<file path="config.mk">
export PLATFORM = sky130hd
export DESIGN_NAME = uart_tx_frame_ctrl
export DESIGN_NICKNAME = d
export VERILOG_FILES = /design/src/rtl/uart_tx_frame_ctrl.sv
export SDC_FILE = /design/constraint.sdc
export NUM_CORES = 1
export LEC_CHECK = 0
export CAP_MARGIN = 20
export CORE_MARGIN = 3
export CORE_UTILIZATION = 50
export DETAILED_ROUTE_END_ITERATION = 8
export GPL_ROUTABILITY_DRIVEN = 0
export PLACE_DENSITY = 0.84
export SKIP_CTS_REPAIR_TIMING = 1
export SLEW_MARGIN = 10
export SYNTH_ARGS = -nofsm -noshare
export SYNTH_HDL_FRONTEND = slang
export SYNTH_SLANG_ARGS = --single-unit
export TNS_END_PERCENT = 1
</file>
<file path="constraint.sdc">
create_clock -name clk -period 1.83 [get_ports clk]
set_clock_uncertainty 0.15 [all_clocks]
set_input_delay 0.183 -clock clk [delete_from_list [all_inputs] [get_ports clk]]
set_output_delay 0.183 -clock clk [all_outputs]
set_load 0.005 [all_outputs]
</file>
<file path="src/rtl/uart_tx_frame_ctrl.sv">
// UART transmit frame sequencer: start bit, LSB-first data, optional parity, stop bit(s).
// state  | meaning
// IDLE   | line high, ready for a byte
// START  | start bit (low)
// DATA   | data bits, LSB first
// PARITY | parity bit
// STOP   | stop bit(s), high
module uart_tx_frame_ctrl #(
   parameter int CLKS_PER_BIT = 16,
   parameter int DATA_BITS    = 8,
   parameter int STOP_BITS    = 1
) (
   input  logic                 clk,
   input  logic                 rst,
   input  logic [DATA_BITS-1:0] tx_data,
   input  logic                 tx_valid,
   output logic                 tx_ready,
   input  logic [1:0]           parity_type,
   output logic                 tx,
   output logic                 tx_busy,
   output logic                 tx_done
);
   localparam int CNT_W = $clog2(CLKS_PER_BIT);
   localparam int IDX_W = $clog2(DATA_BITS);
   localparam logic [CNT_W-1:0] CNT_LAST  = CNT_W'(CLKS_PER_BIT - 1);
   localparam logic [CNT_W-1:0] CNT_DONE  = CNT_W'(CLKS_PER_BIT - 2);
   localparam logic [IDX_W-1:0] IDX_LAST  = IDX_W'(DATA_BITS - 1);
   localparam logic [IDX_W-1:0] STOP_LAST = IDX_W'(STOP_BITS - 1);

   typedef enum logic [2:0] {S_IDLE, S_START, S_DATA, S_PARITY, S_STOP} state_t;

   state_t               state;
   logic [CNT_W-1:0]     cnt;
   logic [IDX_W-1:0]     bit_idx;
   logic [DATA_BITS-1:0] shreg;
   logic [1:0]           par_cfg;
   logic                 par_bit;
   logic                 par_en;

   assign par_en = ^par_cfg;

   always_ff @(posedge clk or posedge rst) begin
      if (rst) begin
         state    <= S_IDLE;
         tx       <= 1'b1;
         tx_ready <= 1'b1;
         tx_busy  <= 1'b0;
         tx_done  <= 1'b0;
         cnt      <= '0;
         bit_idx  <= '0;
         shreg    <= '0;
         par_cfg  <= '0;
         par_bit  <= 1'b0;
      end else begin
         tx_done <= 1'b0;
         case (state)
            S_IDLE: begin
               if (tx_valid && tx_ready) begin
                  shreg    <= tx_data;
                  par_cfg  <= parity_type;
                  par_bit  <= (parity_type == 2'b01) ? ~^tx_data : ^tx_data;
                  state    <= S_START;
                  tx       <= 1'b0;
                  tx_ready <= 1'b0;
                  tx_busy  <= 1'b1;
                  cnt      <= '0;
                  bit_idx  <= '0;
               end
            end
            S_START: begin
               if (cnt == CNT_LAST) begin
                  state <= S_DATA;
                  tx    <= shreg[0];
                  cnt   <= '0;
               end else begin
                  cnt <= cnt + 1'b1;
               end
            end
            S_DATA: begin
               if (cnt == CNT_LAST) begin
                  cnt <= '0;
                  if (bit_idx == IDX_LAST) begin
                     bit_idx <= '0;
                     if (par_en) begin
                        state <= S_PARITY;
                        tx    <= par_bit;
                     end else begin
                        state <= S_STOP;
                        tx    <= 1'b1;
                     end
                  end else begin
                     shreg   <= shreg >> 1;
                     tx      <= shreg[1];
                     bit_idx <= bit_idx + 1'b1;
                  end
               end else begin
                  cnt <= cnt + 1'b1;
               end
            end
            S_PARITY: begin
               if (cnt == CNT_LAST) begin
                  state <= S_STOP;
                  tx    <= 1'b1;
                  cnt   <= '0;
               end else begin
                  cnt <= cnt + 1'b1;
               end
            end
            S_STOP: begin
               // The done cycle is the last clock of the final stop bit, so a
               // back-to-back accept starts the next frame with no idle gap.
               if (bit_idx == STOP_LAST && cnt == CNT_DONE) begin
                  state    <= S_IDLE;
                  tx_done  <= 1'b1;
                  tx_ready <= 1'b1;
                  tx_busy  <= 1'b0;
                  cnt      <= '0;
                  bit_idx  <= '0;
               end else if (cnt == CNT_LAST) begin
                  cnt     <= '0;
                  bit_idx <= bit_idx + 1'b1;
               end else begin
                  cnt <= cnt + 1'b1;
               end
            end
            default: begin
               state    <= S_IDLE;
               tx       <= 1'b1;
               tx_ready <= 1'b1;
               tx_busy  <= 1'b0;
               cnt      <= '0;
               bit_idx  <= '0;
            end
         endcase
      end
   end
endmodule

</file>
==> flow_summary.json <==
{
  "status": "complete, but fails checks",
  "violations": "setup timing",
  "path_buf_inv": 1,
  "rr_endpoint": "bit_idx[0]",
  "clock_power_share_pct": 7.6,
  "critical_path_class": "reg -> reg",
  "htreeDepth": 1,
  "p_sw_uw": 1450,
  "drc_errors": 0,
  "dp_slack_ns": -0.0913,
  "slew_headroom_pct": 72.4,
  "fin_crit_sh_pct": 103,
  "holdWs_ns": 0.0303,
  "setup_violations": 6,
  "clock-sinks": 25,
  "synth-edff-count": 0,
  "first_global_vias": 1147,
  "ant_nets": 0,
  "critPathLaunchType": "register",
  "p_comb_share_pct": 57.6,
  "die_h_um": 60.9,
  "power.internal_uw": 1840,
  "worst_ep_required_time_ns": 1.96,
  "hold_path_class": "in -> async",
  "syn_area_per_cell_um2": 9.97,
  "final_common_cell": "dfrtp_1",
  "cp_data_arrival_time_ns": 2.01,
  "r2r_slack_ns": -0.05,
  "power_density_nw_per_um2": 1740,
  "maxSlewViolCount": 0,
  "worst-r2r-cell-count": 7,
  "dieArea_um2": 3700,
  "period_minus_slack_ns": 1.88,
  "yosys_most_used_dff": "dfrtp_1",
  "hold_viol_final": 0,
  "fmax_mhz": 531,
  "endpoint_kind": "register",
  "cts_buffers": 3,
  "ys_ff_latch": 25,
  "setup_slack_ns": -0.0532,
  "place_hpwl_um": 2170,
  "yosys_warnings": 0,
  "synth_cell_types": 47,
  "yosysSeqAreaShare_pct": 41.7,
  "antenna_cells": 0,
  "rsz0062_at_grt": "true",
  "path_clk_slew_ns": 0.14,
  "critPathSlowestCell": "dfrtp_2",
  "grtUsageTotal_pct": 17.8,
  "netlist_instances": 151,
  "grt_pass1_wl_um": 4920,
  "vdd_drop_max_mv": 0.851,
  "cp_cell_sequence": "inv_2 -> ha_1 -> nand4_1 -> o21ai_4 -> o221ai_4 -> nor3_2 -> a21o_1",
  "synth_area_um2": 1510,
  "dr.pass1.iters": 6,
  "syn_nets": 169,
  "avgRoutedWirePerCell_um": 15.5,
  "endpoint": "bit_idx[0]",
  "rr_startpoint": "cnt[0]",
  "crit_cells": 7,
  "leakage_uw": 0.000814,
  "core.rowCount": 19,
  "antenna_found_initial": 0,
  "drive_gt1_share_pct": 28.8,
  "synth_top_area_share_pct": 38.2,
  "cts_tree": "done",
  "crit_fanout": 6,
  "clock_latency_ns": 0.32,
  "yosys.area.top_type": "dfrtp_1",
  "via_per_inst": 5.80,
  "final_cell_mix": "dfrtp_1 (20), clkdlybuf4s50_1 (16), nand2_1 (14), nor2_1 (11), buf_4 (10)",
  "first_iter_violations": 63,
  "clockBufferDepth": 2,
  "overflow": 0,
  "fillers": 221,
  "routed_wl_um": 3230,
  "nets": 196,
  "cp_top_family": "compound AO/OA/AOI/OAI gates",
  "yosys-top-cells-area": "dfrtp_1 (38%), mux2i_1 (5.3%), ha_1 (4.2%), a21oi_2 (4.1%), dfstp_2 (3.5%)",
  "areaGrowthSynthToFinish_pct": 25.4,
  "cp_slowest_stage_delay_ns": 0.48,
  "die_w_um": 60.9,
  "placement.io_buffers": 16,
  "vias": 1206,
  "power.total_uw": 3290,
  "cap_violations": 0,
  "timing_worst_slew_pin_value_ns": 0.415,
  "grt_max_degree": 26,
  "initial_core_util_pct": 53.7,
  "crit_path_start": "cnt[0]",
  "async_flop_share_pct": 100,
  "pwr-share-seq_pct": 34.8,
  "p_sw_share_pct": 44.2,
  "io_pins": 17,
  "cts_root_buffer": "clkbuf_4",
  "core_um2": 2810
}
-- metrics by stage --
stage,util [%],cell area (um^2),std cells,setup TNS (ns)
final,67.3,1890,208,-0.152
after global placement,62.0,1740,201,-0.110
after floorplan,-,1510,151,0
after CTS,62.9,1770,205,-0.391
after global routing,67.3,1890,208,-0.614
after detailed placement,62.0,1740,201,-0.256
-- routing by layer --
| layer | part of all wire (%) | GRT usage (%) | vias to the layer above |
|---|---|---|---|
| met1 | 40 | 21.3 | 577 |
| met5 | 0 | 0 | - |
| met2 | 52 | 30.5 | 46 |
| met3 | 5.0 | 2.77 | 10 |
| met4 | 2.4 | 9.29 | 0 |
| li1 | - | - | 573 |
-- cell type report --
type	count	area [um^2]	area share, %
Clock buffer	3	22.5	1.19
Tap cell	31	38.8	2.06
Sequential cell	25	632	33.5
Multi-Input combinational cell	110	892	47.3
Clock inverter	1	5.00	0.265
Timing Repair Buffer	27	255	13.5
Inverter	11	41.3	2.19
-- cells in the mapped netlist, types with 2 or more instances --
| library cell | count |
|---|---|
| o21ai_2 | 2 |
| ha_1 | 5 |
| o21ai_0 | 4 |
| nor2_1 | 12 |
| nand2_1 | 14 |
| dfrtp_1 | 23 |
| and3_1 | 2 |
| a21oi_1 | 9 |
| xor2_1 | 2 |
| inv_1 | 10 |
| o22ai_1 | 2 |
| o31ai_1 | 2 |
| o21a_1 | 2 |
| buf_6 | 2 |
| o21ai_1 | 5 |
| nand3_1 | 2 |
| mux2_1 | 2 |
| mux2i_1 | 8 |
| a21o_1 | 2 |
| dfstp_2 | 2 |
| xnor2_1 | 6 |
| a21oi_2 | 7 |
| nor2_2 | 2 |
-- power by group through the flow --
stage,sequential [uW],combinational (uW),clock (uW)
global placement,1070,1630,0
global route,1180,2090,271
finish,1150,1900,249
CTS,1100,1710,258
floorplan,981,1360,0
detailed placement,1110,1700,0
-- sequential cells by signal (all words and copies together), names as in the netlist --
| name | count |
|---|---|
| bit_idx | 3 |
| tx_done | 1 |
| tx_busy | 1 |
| tx_ready | 1 |
| tx | 1 |
| state | 3 |
| shreg | 8 |
| par_bit | 1 |
| cnt | 4 |
| par_cfg | 2 |
-- worst min-delay path by stage --
stage,start,end,depth (start not counted)
6_report,rst,shreg[6],3
3_5_place_dp,tx_ready,tx_ready,2
2_1_floorplan,rst,bit_idx[0],1
5_1_grt,rst,shreg[6],3
3_3_place_gp,tx_ready,tx_ready,2
4_1_cts,rst,shreg[7],3
-- logic make-up after synthesis --
logic type	count (synthesis)	share of synthesized area, %
AO/OA/AOI/OAI	41	19.0
adder cells (fa/ha/maj)	5	4.16
buffers and inverters	16	5.32
XOR/XNOR	9	5.74
flip-flops	25	41.7
multiplexers	11	7.81
AND/OR/NAND/NOR	44	16.3
-- worst reg2reg max path, stage by stage (launching register included) --
cell and delay [ns]:
dfrtp_2 0.48, inv_2 0.08, ha_1 0.14, nand4_1 0.19
o21ai_4 0.31, o221ai_4 0.19, nor3_2 0.18, a21o_1 0.10
(Power assumes the default switching activity.)
